File: config.mk
export PLATFORM = sky130hd
export DESIGN_NAME = datapath_bus_core
export DESIGN_NICKNAME = d
export VERILOG_FILES = /design/src/rtl/dp_pkg.sv /design/src/rtl/dp_mem_fsm.sv /design/src/rtl/datapath_bus_core.sv
export SDC_FILE = /design/constraint.sdc
export NUM_CORES = 1
export LEC_CHECK = 0
export CORE_MARGIN = 3
export CORE_UTILIZATION = 49
export DETAILED_ROUTE_END_ITERATION = 10
export GPL_ROUTABILITY_DRIVEN = 1
export HOLD_SLACK_MARGIN = 0.06
export PLACE_DENSITY = 0.73
export SETUP_SLACK_MARGIN = 0.4
export SLEW_MARGIN = 5
export SYNTH_ARGS = -nofsm -noshare
export SYNTH_HDL_FRONTEND = slang
export SYNTH_HIERARCHICAL = 1
export SYNTH_SLANG_ARGS = --single-unit
File: constraint.sdc
create_clock -name CLK -period 2.58 [get_ports CLK]
set_clock_uncertainty 0.15 [all_clocks]
set_input_delay 0.774 -clock CLK [delete_from_list [all_inputs] [get_ports CLK]]
set_output_delay 0.774 -clock CLK [all_outputs]
set_load 0.01 [all_outputs]
File: src/rtl/dp_pkg.sv
// Shared types and constants for the bus-oriented datapath.
// The optional REQ timeout is enabled by DATAPATH_BUS_TIMEOUT_EN (see dp_mem_fsm).
package dp_pkg;

   typedef enum logic [1:0] {
      ST_IDLE = 2'd0,
      ST_REQ  = 2'd1,
      ST_DONE = 2'd2
   } dp_mem_state_t;

   localparam int FLAG_N = 3;
   localparam int FLAG_Z = 2;
   localparam int FLAG_V = 1;
   localparam int FLAG_C = 0;

endpackage

File: src/rtl/dp_mem_fsm.sv
// Memory req/ack handshake controller: one outstanding transaction, err/done pulses.
// Define DATAPATH_BUS_TIMEOUT_EN to abort a request after TIMEOUT cycles without ack.
module dp_mem_fsm
   import dp_pkg::*;
#(
   parameter int TIMEOUT = 15
) (
   input  logic CLK,
   input  logic CLR,
   input  logic mem_rd_i,
   input  logic mem_wr_i,
   input  logic mem_ack_i,
   output logic mem_req_o,
   output logic mem_we_o,
   output logic busy_o,
   output logic done_o,
   output logic err_o,
   output logic capture_o
);

   dp_mem_state_t state_q, state_d;
   logic          we_q, we_d;
   logic          err_q, err_d;
   logic          timeout;

`ifdef DATAPATH_BUS_TIMEOUT_EN
   logic [7:0] cnt_q, cnt_d;

   // Counter runs only in REQ, so it is always zero on entry to REQ.
   assign cnt_d   = (state_q == ST_REQ) ? cnt_q + 8'd1 : 8'd0;
   assign timeout = (cnt_q == 8'(TIMEOUT - 1));

   always_ff @(posedge CLK or negedge CLR) begin
      if (!CLR) cnt_q <= 8'd0;
      else      cnt_q <= cnt_d;
   end
`else
   assign timeout = 1'b0;
`endif

   always_ff @(posedge CLK or negedge CLR) begin
      if (!CLR) begin
         state_q <= ST_IDLE;
         we_q    <= 1'b0;
         err_q   <= 1'b0;
      end else begin
         state_q <= state_d;
         we_q    <= we_d;
         err_q   <= err_d;
      end
   end

   always_comb begin
      state_d = state_q;
      we_d    = we_q;
      err_d   = 1'b0;
      unique case (state_q)
         ST_IDLE: begin
            if (mem_rd_i ^ mem_wr_i) begin
               state_d = ST_REQ;
               we_d    = mem_wr_i;
            end else if (mem_rd_i && mem_wr_i) begin
               err_d = 1'b1;
            end
         end
         ST_REQ: begin
            err_d = mem_rd_i | mem_wr_i;
            if (mem_ack_i) begin
               state_d = ST_DONE;
            end else if (timeout) begin
               state_d = ST_IDLE;
               err_d   = 1'b1;
            end
         end
         ST_DONE: begin
            err_d   = mem_rd_i | mem_wr_i;
            state_d = ST_IDLE;
         end
         default: state_d = ST_IDLE;
      endcase
   end

   assign mem_req_o = (state_q == ST_REQ);
   assign mem_we_o  = we_q;
   assign busy_o    = (state_q != ST_IDLE);
   assign done_o    = (state_q == ST_DONE);
   assign err_o     = err_q;
   assign capture_o = (state_q == ST_REQ) && mem_ack_i && !we_q;

endmodule

File: src/rtl/datapath_bus_core.sv
// Parametrised datapath: register file, A/B buses, NZVC PSW, MAR/MDR and memory handshake.
// Optional REQ timeout enabled by DATAPATH_BUS_TIMEOUT_EN (implemented in dp_mem_fsm).
module datapath_bus_core
   import dp_pkg::*;
#(
   parameter int WIDTH   = 16,
   parameter int NREG    = 8,
   parameter int PSW_IDX = 5,
   parameter int TIMEOUT = 15
) (
   input  logic                    CLK,
   input  logic                    CLR,
   input  logic                    a_en,
   input  logic [$clog2(NREG)-1:0] a_sel,
   input  logic                    a_mdr,
   input  logic                    b_en,
   input  logic [WIDTH-1:0]        s_in,
   input  logic                    reg_we,
   input  logic [$clog2(NREG)-1:0] reg_wsel,
   input  logic                    b0_we,
   input  logic                    mar_we,
   input  logic                    mdr_we,
   input  logic [3:0]              flag_upd,
   input  logic [3:0]              flag_val,
   input  logic                    psw_load,
   input  logic                    mem_rd,
   input  logic                    mem_wr,
   output logic [WIDTH-1:0]        a_bus,
   output logic [WIDTH-1:0]        b_bus,
   output logic [3:0]              psw,
   output logic                    mem_req,
   output logic                    mem_we,
   output logic [WIDTH-1:0]        mem_addr,
   output logic [WIDTH-1:0]        mem_wdata,
   input  logic [WIDTH-1:0]        mem_rdata,
   input  logic                    mem_ack,
   output logic                    busy,
   output logic                    done,
   output logic                    err
);

   localparam int SELW = $clog2(NREG);

   logic [WIDTH-1:0] regs_q [NREG];
   logic [WIDTH-1:0] reg_wdata;
   logic [WIDTH-1:0] b0_q, mar_q, mdr_q, mdr_d, mar_d;
   logic [3:0]       psw_q, psw_d;
   logic             capture;

   dp_mem_fsm #(.TIMEOUT(TIMEOUT)) u_fsm (
      .CLK       (CLK),
      .CLR       (CLR),
      .mem_rd_i  (mem_rd),
      .mem_wr_i  (mem_wr),
      .mem_ack_i (mem_ack),
      .mem_req_o (mem_req),
      .mem_we_o  (mem_we),
      .busy_o    (busy),
      .done_o    (done),
      .err_o     (err),
      .capture_o (capture)
   );

   // The PSW shadow index snapshots the flags instead of taking the S bus.
   assign reg_wdata = (reg_wsel == SELW'(PSW_IDX)) ? {{(WIDTH-4){1'b0}}, psw_q} : s_in;

   always_ff @(posedge CLK or negedge CLR) begin
      if (!CLR) begin
         for (int i = 0; i < NREG; i++) regs_q[i] <= '0;
      end else if (reg_we) begin
         regs_q[reg_wsel] <= reg_wdata;
      end
   end

   always_comb begin
      psw_d = psw_q;
      if (psw_load) begin
         psw_d = s_in[FLAG_N:FLAG_C];
      end else begin
         for (int i = 0; i < 4; i++)
            if (flag_upd[i]) psw_d[i] = flag_val[i];
      end
   end

   // Read-data capture outranks mdr_we; both address and data freeze while busy.
   assign mdr_d = capture ? mem_rdata : ((mdr_we && !busy) ? s_in : mdr_q);
   assign mar_d = (mar_we && !busy) ? s_in : mar_q;

   always_ff @(posedge CLK or negedge CLR) begin
      if (!CLR) begin
         psw_q <= 4'd0;
         b0_q  <= '0;
         mar_q <= '0;
         mdr_q <= '0;
      end else begin
         psw_q <= psw_d;
         if (b0_we) b0_q <= s_in;
         mar_q <= mar_d;
         mdr_q <= mdr_d;
      end
   end

   assign a_bus     = (a_en ? regs_q[a_sel] : '0) | (a_mdr ? mdr_q : '0);
   assign b_bus     = b_en ? b0_q : '0;
   assign psw       = psw_q;
   assign mem_addr  = mar_q;
   assign mem_wdata = mdr_q;

endmodule
==> impl_metrics.py <==
metrics = {
    "run_status": {
        "status": "finished, violations left",
        "violations": "setup timing",
    },
    "placement": {
        "io_buffer_count": 131,
        "dp_slack_ns": -0.998,
        "place_congestion": 0.874,
        "dpl.hpwl_mm": 15.3,
    },
    "drt": {
        "vias": 6616,
        "viasPerCell": 5.60,
        "drt-total-wl_mm": 23.5,
        "drtIter0Drc": 441,
        "ant_nets": 0,
        "post-route-drc-count": 0,
        "wire_per_inst_microns": 19.9,
        "first_pass_iters": 5,
    },
    "finish": {
        "synthToLayoutAreaGrowth_pct": 39.3,
        "diodes": 0,
        "area.sequential_sq_um": 4610,
        "num-fill-cells": 1156,
        "final_util_pct": 69.8,
        "layout-drive-gt1-share_pct": 35.2,
        "nNetsFinal": 1014,
        "multi_input_area_sq_um": 3790,
    },
    "pwr": {
        "p_total_mw": 9.72,
        "power.internal_mw": 6.65,
        "p_sw_mw": 3.06,
        "netSwitchingFraction_pct": 31.5,
        "power_frac_comb_pct": 31.1,
        "ir_drop_mv": 0.624,
        "powerDensity_nw_per_um2": 836,
        "power_leakage_nw": 5.45,
        "power_frac_clock_pct": 28.2,
        "seqPwrFrac_pct": 40.8,
    },
    "timing": {
        "whs_ns": 0.0629,
        "rsz0062_at_grt": "true",
        "finalSetupViolCount": 16,
        "worstMarginPinSlew_ns": 0.348,
        "tns_ns": -4.90,
        "slew_headroom_pct": 76.8,
        "period_share_pct": 115,
        "period_minus_slack_ns": 2.96,
        "fin_ws_ns": -0.376,
        "fmax_ghz": 0.338,
        "drv_slew": 0,
        "hold_viol_final": 0,
    },
    "worst_setup_path": {
        "crit_required_ns": 1.66,
        "r2r_start": "u_fsm/state_q[0]$_DFFE_PN0P_",
        "reg2reg_to": "mem_wdata[5]$_DFFE_PN0P_",
        "cp.arrival_ns": 2.03,
        "reg2regPathDepth": 9,
        "rrSetupSlack_ns": 0.69,
        "start_kind": "input port",
        "crit_fanout": 7,
        "cp-startpoint": "a_sel[0]",
        "crit_type": "in2out",
        "endpoint_kind": "output port",
    },
    "synth": {
        "yosysSeqAreaShare_pct": 55.2,
        "synthesis.area_sq_um": 8340,
        "synth_cell_types": 29,
        "syn_avg_cell_area_sq_um": 11.0,
        "synthArstFlopShare_pct": 100,
        "ys_seq_elements": 184,
        "syn_inst": 762,
        "syn_nets": 828,
        "ys_dominant_reg_cell": "dfrtp_1",
        "ys.warnings.count": 6,
        "synth_edf_count": 0,
    },
    "clock_network": {
        "clock_path_buffers": 2,
        "numClockSinks": 184,
        "cts_buffers": 17,
        "htree_levels": 4,
        "clk_latency_ns": 0.44,
        "cts_hold_buf": 0,
        "cts_root_buf": "clkbuf_16",
        "cts_tree": "built",
        "clkTransAtPathRegs_ns": 0.07,
    },
    "global_routing": {
        "grt_pass1_wl_mm": 36.9,
        "grt_overflow": 0,
        "first_global_vias": 6871,
        "grt_antenna_before_repair": 0,
        "grtUsageTotal_pct": 26.2,
        "met1_usage_pct": 34.3,
        "gr-usage-met3_pct": 5.48,
        "grt-busiest-layer": "met2",
        "use_met2_pct": 43.3,
        "grt_start_max_net_pins": 67,
    },
    "job": {
        "cap_violations": 0,
    },
    "floorplan": {
        "core-area_sq_um": 16600,
        "start_util_pct": 50.1,
        "dieArea_sq_um": 18600,
        "dieHeight_microns": 136,
        "fp.dieW_microns": 136,
        "rows": 47,
        "io_pins": 132,
    },
    "worst_hold_path": {
        "min_path_type": "in2async",
    },
}
## synthesized netlist by cell type, types with 3 or more instances
library cell,number,area [sq um]
o21ai_0,125,626
buf_2,12,60.1
nand4bb_1,3,33.8
and2_1,28,175
clkbuf_1,32,120
nand2b_1,4,25.0
buf_6,4,45.0
mux2_2,68,766
ha_1,7,87.6
nand4b_1,3,26.3
o221ai_1,16,140
o21ai_2,15,131
inv_1,6,22.5
buf_4,5,37.5
mux4_2,16,360
nand2_1,183,687
dfrtp_1,184,4600
nor2_1,17,63.8
mux2i_1,24,240
## worst max-delay path, stage by stage
cell and delay [ns]:
buf_12 0.10, buf_12 0.13, buf_12 0.13, buf_6 0.09
mux4_2 0.50, nor2_2 0.11, o21ai_2 0.06, buf_2 0.14
## timing repair
action | 4_1_cts | 5_1_grt
resized for setup | 275 | 20
pin swaps | 19 | 17
setup endpoints to repair | 73 | 34
buffers inserted | 35 | 10
endpoints found under the hold margin | 0 | 0
cloned | 1 | 0
## logic make-up (layout without fill, tap and decap cells)
logic type                 count (synthesis)  count (layout)  share of synthesized area [%]
AOI/OAI and AO/OA                        160             160                           11.1
adders and majority gates                  7               7                           1.05
buffers and inverters                     59             258                           3.42
DFF                                      184             184                           55.2
muxes                                    109             109                           16.6
and+or+nand+nor                          243             243                           12.7
## how the worst max path moves through the flow
stage / end / slack [ns] / cells past startpoint
finish: a_bus[10] / -0.38 / 8
global route: a_bus[10] / -0.42 / 8
CTS: a_bus[10] / -0.41 / 8
detailed placement: a_bus[10] / -1.0 / 7
global placement: a_bus[6] / -0.95 / 7
floorplan: a_bus[8] / 0.04 / 5
## through the flow
step	std cells	instance area (sq um)
finish	1181	11600
global route	1181	11600
CTS	1171	11500
detailed placement	1103	10400
global placement	1103	10400
floorplan	762	8630
## per-layer routing
layer | routed length [microns] | up-vias
met5 | 0 | -
met4 | 408 | 0
met3 | 1290 | 35
met2 | 12200 | 227
met1 | 9680 | 3352
li1 | - | 3002
## placed cells by master (no fill, tap or decap), types with 3 or more instances in the layout
| master | n |
|---|---|
| and2_1 | 12 |
| and2_4 | 16 |
| buf_12 | 24 |
| buf_2 | 17 |
| buf_4 | 41 |
| buf_6 | 40 |
| buf_8 | 4 |
| bufinv_16 | 3 |
| clkbuf_16 | 17 |
| clkdlybuf4s50_1 | 52 |
| dfrtp_1 | 182 |
| dlygate4sd2_1 | 39 |
| ha_1 | 4 |
| ha_4 | 3 |
| inv_1 | 3 |
| inv_6 | 6 |
| mux2_2 | 61 |
| mux2_4 | 8 |
| mux2i_1 | 24 |
| mux4_2 | 16 |
| nand2_1 | 182 |
| nand2b_1 | 3 |
| nand4b_1 | 3 |
| nand4bb_1 | 3 |
| nor2_2 | 14 |
| o21ai_0 | 110 |
| o21ai_2 | 31 |
| o221ai_2 | 15 |
## power by group through the flow
stage	Combinational, mW	Sequential (mW)	Clock (mW)
floorplan	1.40	4.03	0
global placement	2.78	3.96	0
detailed placement	2.87	4.02	0
CTS	2.91	3.95	2.76
global route	3.27	4.03	2.90
finish	3.02	3.96	2.74
## layout make-up
class | count | area share (%)
flip-flops and latches | 184 | 39.6
clock buffers | 17 | 3.66
multi-input cells | 519 | 32.7
repair buffers | 220 | 19.8
inverters | 6 | 0.301
well taps | 220 | 2.37
clock inverters | 15 | 1.63
## state kept, by name, indices dropped and copies added, names as in the netlist
signal and cells:
u_fsm/err_o 1, mem_addr 16, b0_q 16, mem_wdata 16, u_fsm/state_q 2, psw 4, u_fsm/mem_we_o 1, regs_q 128
(Power assumes the default switching activity.)
==> variant (same settings) <==
The option `DATAPATH_BUS_TIMEOUT_EN` is turned on by a define.
--- a/src/rtl/dp_mem_fsm.sv
+++ b/src/rtl/dp_mem_fsm.sv
@@ -1,5 +1,7 @@
 // Memory req/ack handshake controller: one outstanding transaction, err/done pulses.
 // Define DATAPATH_BUS_TIMEOUT_EN to abort a request after TIMEOUT cycles without ack.
+`define DATAPATH_BUS_TIMEOUT_EN
+
 module dp_mem_fsm
    import dp_pkg::*;
 #(
Check against the original RTL: same outputs for any inputs over 4 cycles, from zero or initial values; that may be too few to reach the edited logic, so the function may still have changed.
==> variant against the unedited design <==
The run still ends with setup timing left. Global-route usage fell by 0.77 points. Sequential cell count grew 8. Synthesized area grew 3.8%. First-iteration DRC count fell by 11%. Highest routed layer unchanged. Critical path depth unchanged. Fmax fell by 1.2%. Final area up 1.7%. Clock power increased by 3%. Total power is 0.95% higher. Setup slack got worse by 0.037 ns. Routed wire length rose by 1.1%. Register-to-register slack improved by 0.12 ns.
==> variant: results (changes against the unedited design) <==
cts:
  hold_buffers: 1  # +1
  cts_setup_buffers: 24  # -31%
min_path:
  holdCritPathClass: "reg -> reg"
routing:
  wl_um: 23800  # +1.1%
  wl_met1_um: 9650  # -0.39%
  viasPerCell: 5.68  # +1.4%
setup_path:
  r2r_slack_ns: 0.81  # +0.12 ns
  worstReg2RegStart: "u_fsm/cnt_q[0]"
  crit-reg2reg-capture: "u_fsm/state_q[0]"
outcome:
  status: "complete, but fails checks"
  failed_checks: "setup timing"
pwr:
  leakage_nw: 5.49  # +0.74%
  ir_drop_mv: 0.551  # -12%
synth:
  synth_cell_type_count: 35  # +21%
  synth_fa_ha_area_share_pct: 0.578  # -0.47 points
  syn_nets: 856  # +3.4%
  synth.avg_cell_area_um2: 10.9  # -0.29%
placement:
  dp_hpwl_um: 16200  # +5.7%
  dpl_cell_area_mm2: 0.0108  # +3.9%
final_layout:
  nets: 1027  # +1.3%
  fin_cells: 1196  # +1.3%
timing:
  setup-tns-final_ns: -5.53  # -0.627 ns
  setup_slack_ns: -0.413  # -0.0370 ns
  finalSetupViolations: 16  # unchanged
  slew_headroom_pct: 72.4  # -4.4 points
global_routing:
  grt_usage_pct: 25.4  # -0.77 points
[variant: cell types whose count changed in the layout (fill, tap and decap cells not counted), moves of 3 or more]
cell     unedited run  this run
or3_1               0         3
nand3_1             0         4
nor2_4              2         7
ha_4                3         0
inv_6               6         3
nor2_1              1         8
dfrtp_1           182       191
buf_6              40        32
nor2_2             14         9
buf_4              41        33
buf_12             24        27
[variant: layout make-up]
| type | instances | area, um^2 |
|---|---|---|
| Fill cell | 1178 | 5120 |
| Sequential cell | 192 | 4810 |
| Multi-Input combinational cell | 540 | 3890 |
| Timing Repair Buffer | 206 | 2180 |
| Clock buffer | 19 | 453 |
| Tap cell | 220 | 275 |
| Clock inverter | 12 | 181 |
| Inverter | 7 | 26.3 |
[variant: logic make-up after synthesis]
| group | count (synthesis) |
|---|---|
| AO/OA/AOI/OAI | 164 |
| XOR/XNOR | 3 |
| adder cells (fa/ha/maj) | 4 |
| buffers and inverters | 61 |
| flip-flops | 192 |
| multiplexers | 109 |
| AND/OR/NAND/NOR | 260 |
